**src/rtl/pressure_abnormality_detector_if.sv**
```systemverilog
// Sample/alarm bus for pressure_abnormality_detector.
// The producer drives the samples and alarmClear; the detector drives the status flags and count.
interface pressure_abnormality_detector_if;
  logic [5:0] pressureData;
  logic       sampleValid;
  logic       alarmClear;
  logic       presureAbnormality;
  logic       tooHigh;
  logic       tooLow;
  logic       alarmLatched;
  logic [7:0] abnormalCount;

  modport master (
    output pressureData,
    output sampleValid,
    output alarmClear,
    input  presureAbnormality,
    input  tooHigh,
    input  tooLow,
    input  alarmLatched,
    input  abnormalCount
  );

  modport slave (
    input  pressureData,
    input  sampleValid,
    input  alarmClear,
    output presureAbnormality,
    output tooHigh,
    output tooLow,
    output alarmLatched,
    output abnormalCount
  );
endinterface

```
**src/rtl/pressure_abnormality_detector.sv**
```systemverilog
// Registered range classifier for 6-bit pressure samples, with a sticky alarm on PERSIST
// consecutive abnormal samples and a saturating count of all abnormal samples.
module pressure_abnormality_detector #(
  parameter logic [5:0]  LOW_LIMIT  = 6'd8,
  parameter logic [5:0]  HIGH_LIMIT = 6'd40,
  parameter int unsigned PERSIST    = 3
) (
  input logic                                clk,
  input logic                                rst,
  pressure_abnormality_detector_if.slave     bus
);

  localparam logic [3:0] PersistMax = 4'(PERSIST);

  logic       too_high_q, too_high_d;
  logic       too_low_q, too_low_d;
  logic       alarm_q, alarm_d;
  logic [7:0] abn_cnt_q, abn_cnt_d;
  logic [3:0] persist_q, persist_d;

  logic is_high, is_low, is_abn;

  assign is_high = bus.pressureData > HIGH_LIMIT;
  assign is_low  = bus.pressureData < LOW_LIMIT;
  assign is_abn  = is_high | is_low;

  always_comb begin
    too_high_d = too_high_q;
    too_low_d  = too_low_q;
    alarm_d    = alarm_q;
    abn_cnt_d  = abn_cnt_q;
    persist_d  = persist_q;
    if (bus.sampleValid) begin
      too_high_d = is_high;
      too_low_d  = is_low;
      if (is_abn) begin
        if (abn_cnt_q != 8'hff) abn_cnt_d = abn_cnt_q + 8'd1;
        // Alarm sets on the edge that brings the run length to PERSIST.
        if (persist_q >= PersistMax - 4'd1) begin
          persist_d = PersistMax;
          alarm_d   = 1'b1;
        end else begin
          persist_d = persist_q + 4'd1;
        end
      end else begin
        persist_d = 4'd0;
      end
    end
    // Clear overrides any alarm/persistence update from a simultaneous sample.
    if (bus.alarmClear) begin
      alarm_d   = 1'b0;
      persist_d = 4'd0;
    end
  end

  always_ff @(posedge clk) begin
    if (rst) begin
      too_high_q <= 1'b0;
      too_low_q  <= 1'b0;
      alarm_q    <= 1'b0;
      abn_cnt_q  <= 8'd0;
      persist_q  <= 4'd0;
    end else begin
      too_high_q <= too_high_d;
      too_low_q  <= too_low_d;
      alarm_q    <= alarm_d;
      abn_cnt_q  <= abn_cnt_d;
      persist_q  <= persist_d;
    end
  end

  assign bus.tooHigh            = too_high_q;
  assign bus.tooLow             = too_low_q;
  assign bus.presureAbnormality = too_high_q | too_low_q;
  assign bus.alarmLatched       = alarm_q;
  assign bus.abnormalCount      = abn_cnt_q;

endmodule

```
**src/flat_wrapper.sv**
```systemverilog
// flat-port wrapper written by rule: the top's interface ports become plain ports
module pressure_abnormality_detector_flat 
#(
  parameter logic [5:0]  LOW_LIMIT  = 6'd8,
  parameter logic [5:0]  HIGH_LIMIT = 6'd40,
  parameter int unsigned PERSIST    = 3
)
  (clk, rst, bus_pressureData, bus_sampleValid, bus_alarmClear, bus_presureAbnormality, bus_tooHigh, bus_tooLow, bus_alarmLatched, bus_abnormalCount);
  pressure_abnormality_detector_if bus_i ();
  input logic clk;
  input logic rst;
  input wire logic [$bits(bus_i.pressureData)-1:0] bus_pressureData;
  input wire logic [$bits(bus_i.sampleValid)-1:0] bus_sampleValid;
  input wire logic [$bits(bus_i.alarmClear)-1:0] bus_alarmClear;
  output wire logic [$bits(bus_i.presureAbnormality)-1:0] bus_presureAbnormality;
  output wire logic [$bits(bus_i.tooHigh)-1:0] bus_tooHigh;
  output wire logic [$bits(bus_i.tooLow)-1:0] bus_tooLow;
  output wire logic [$bits(bus_i.alarmLatched)-1:0] bus_alarmLatched;
  output wire logic [$bits(bus_i.abnormalCount)-1:0] bus_abnormalCount;
  assign bus_i.pressureData = bus_pressureData;
  assign bus_i.sampleValid = bus_sampleValid;
  assign bus_i.alarmClear = bus_alarmClear;
  assign bus_presureAbnormality = bus_i.presureAbnormality;
  assign bus_tooHigh = bus_i.tooHigh;
  assign bus_tooLow = bus_i.tooLow;
  assign bus_alarmLatched = bus_i.alarmLatched;
  assign bus_abnormalCount = bus_i.abnormalCount;
  pressure_abnormality_detector #(.LOW_LIMIT(LOW_LIMIT), .HIGH_LIMIT(HIGH_LIMIT), .PERSIST(PERSIST)) u_core (.clk(clk), .rst(rst), .bus(bus_i));
endmodule
```
**config.mk**
```make
export PLATFORM = sky130hd
export DESIGN_NAME = pressure_abnormality_detector_flat
export DESIGN_NICKNAME = d
export VERILOG_FILES = /design/src/rtl/pressure_abnormality_detector_if.sv /design/src/rtl/pressure_abnormality_detector.sv /design/src/flat_wrapper.sv
export SDC_FILE = /design/constraint.sdc
export NUM_CORES = 1
export LEC_CHECK = 0
export CORE_MARGIN = 4
export CORE_UTILIZATION = 46
export DETAILED_ROUTE_END_ITERATION = 7
export PLACE_DENSITY = 0.75
export SLEW_MARGIN = 20
export SYNTH_ARGS = -nofsm -noshare
export SYNTH_HDL_FRONTEND = slang
export SYNTH_SLANG_ARGS = --single-unit
```
**constraint.sdc**
```tcl
create_clock -name clk -period 1.7 [get_ports clk]
set_input_delay 0.17 -clock clk [delete_from_list [all_inputs] [get_ports clk]]
set_output_delay 0.17 -clock clk [all_outputs]
set_load 0.1 [all_outputs]
```
==> results.tsv <==
metric	value	unit
slew_violations	0	
p_per_area	640	nW/um2
period_minus_slack	1610	ps
routed_via_density	5.84	
yosys_warnings	0	
areaGrowthSynthToFinish	44.4	%
hpwl	1490	um
cts_htree_levels	1	
track_usage	17.7	%
cp_max_fo	5	
drive_gt1_share	37.8	%
die_w	49.5	um
rows	14	
criticalPathCategory	register to register	
peakVddDrop	0.427	mV
min_period_over_period	95.0	%
netlist.area_leader.share	37.9	%
startpoint	u_core.bus.abnormalCount[0]$_SDFFE_PP0P_	
final_util	73.4	%
drt_pre_antenna_iters	4	
cts_setup_buffers	0	
slowest_stage	dfxtp_4	
crit_chain	ha_4 -> nand2_1 -> or3_1 -> nor3_1 -> mux2_2	
antenna_found_initial	0	
fin_ws	85.3	ps
grt_overflow	0	
hold_start	u_core.bus.alarmLatched$_SDFFE_PP0P_	
synth_top_area_cell	dfxtp_1	
fin_skew	0.902	ps
r2r_start	u_core.bus.abnormalCount[0]$_SDFFE_PP0P_	
hold_class	register to register	
port_buffers	21	
cp_num_buf_inv	0	
boundaryPins	22	
synth-async-reset-ratio	0	%
synth_cell_types	31	
cts_hold_buffers	0	
place_inst	131	
required	1880	ps
slowest_delay	400	ps
cp_top_family	simple AND/OR/NAND/NOR gates	
setup_tns	0	ps
numCtsBuffers	3	
cts_tree	done	
synth_edf_count	0	
post_drt_wl_per_cell	14.5	um
drt-total-wl	1960	um
rsz0062_at_grt	no	
cts_sinks	15	
syn-instance-count	88	
ys_seq_elements	15	
leakage	0.442	nW
insertedDiodeCount	0	
place_area	1110	um2
critPathCaptureType	register	
dieArea	2450	um2
clk_pin_slew_worst_paths	90	ps
slew_headroom	67.1	%
ys.flop_type	dfxtp_1	
num-nets-final	133	
place.gp.congestion	0.739	
grt_pass1_vias	812	
grt_max_degree	15	
finalSetupViolCount	0	
final_cell_count_no_fill	135	
seq_area_frac_synth	37.9	%
final-hold-violation-count	0	
fmax	0.619	GHz
synthTopCellsByArea	dfxtp_1 (38%), a21oi_1 (5.1%), ha_1 (4.7%)	
die_h	49.5	um
ant_nets	0	
vias	788	
clockRootBuffer	clkbuf_4	
drc	0	
status	completed	
core_area	1560	um2
dr.first_iter.drc_count	14	
rrSetupSlack	90	ps
start_util	50.8	%
dp_slack	-231	ps
grt_pass1_wl	3440	um
synth_area	792	um2
critPathArrivalTime	1790	ps
maxCapViolCount	0	
cts_repair_resize_count	0	
critPathLaunchType	register	
worst_slew_pin_slew	490	ps
fin_area	1140	um2
synth_area_per_cell	9.00	um2
synth_nets	101	
clk_latency	280	ps
clockBufferDepth	2	
worst register-to-register path, cell delays in order, from the launching register on:
cell	delay (ps)
dfxtp_4	400
ha_4	160
nand2_1	50
or3_1	340
nor3_1	190
mux2_2	360
through the flow:
step | hold WS (ps) | total power [mW]
after floorplan | 343 | 0.466
after global placement | 456 | 0.531
after detailed placement | 465 | 0.534
after CTS | 485 | 0.738
after global routing | 500 | 0.770
final | 474 | 0.732
where the power goes:
part / total, mW / switching [mW] / internal (mW)
clock network: 0.204 / 0.113 / 0.0912
registers: 0.360 / 0.00950 / 0.351
logic: 0.168 / 0.0968 / 0.0716
total: 0.732 / 0.219 / 0.513
registers in the layout, summed over array words and instances, names as in the netlist:
name                      flops
u_core.bus.abnormalCount      8
u_core.persist_q              4
u_core.bus.alarmLatched       1
u_core.bus.tooHigh            1
u_core.bus.tooLow             1
final cells by class:
cell class | instances | area, um2
multi-input cells | 67 | 480
fillers | 137 | 415
flip-flops and latches | 15 | 325
repair buffers | 31 | 284
clock buffers | 4 | 26.3
well taps | 16 | 20.0
inverters | 2 | 7.51
placed cells by master, fill, tap and decap left out, drive strengths merged:
cell and count:
or4b 1, or2 2, a31oi 1, nand2 5
a211oi 1, o31ai 3, o41ai 1, inv 2
or4 3, nor4 2, o31a 1, mux2i 2
nor2b 3, buf 22, nand3 2, nor2 7
mux2 3, ha 3, a211o 1, or3 1
clkbuf 4, a21oi 8, nor3b 2, nor3 2
clkdlybuf4s50 9, nand4 4, o211ai 2, o311a 1
nand2b 6, dfxtp 15
layer usage:
layer / routed length (um) / track usage [%] / share of wire (%)
met3: 124 / 4.22 / 6.3
met4: 65 / 9.22 / 3.3
met2: 857 / 27.2 / 44
met1: 915 / 22.9 / 47
met5: 0 / 0 / 0
Yosys cell counts (3+ instances only):
library cell  count
mux2_2            3
nand4_1           4
nand2_1           5
ha_1              3
nand2b_1          6
nor2b_1           3
dfxtp_1          15
o31ai_1           3
a21oi_1           8
nor2_1            7
or4_1             3
clkbuf_1          3
kinds of logic (layout without fill, tap and decap cells):
logic type / Yosys count / after routing / synth area share, %
AOI/OAI and AO/OA: 19 / 19 / 17.1
and+or+nand+nor: 40 / 40 / 29.7
adders and majority gates: 3 / 3 / 4.74
DFF: 15 / 15 / 37.9
buffers and inverters: 6 / 37 / 3.79
muxes: 5 / 5 / 6.79
worst paths after layout:
| path | cells after the start | endpoint |
|---|---|---|
| worst max-delay path | 5 | u_core.bus.abnormalCount[6]$_SDFFE_PP0P_ |
| worst min-delay path | 2 | u_core.bus.alarmLatched$_SDFFE_PP0P_ |
| worst max register to register | 5 | u_core.bus.abnormalCount[6]$_SDFFE_PP0P_ |
| worst min register to register | 2 | u_core.bus.alarmLatched$_SDFFE_PP0P_ |
Note: power is estimated with default switching activity, not from simulation.
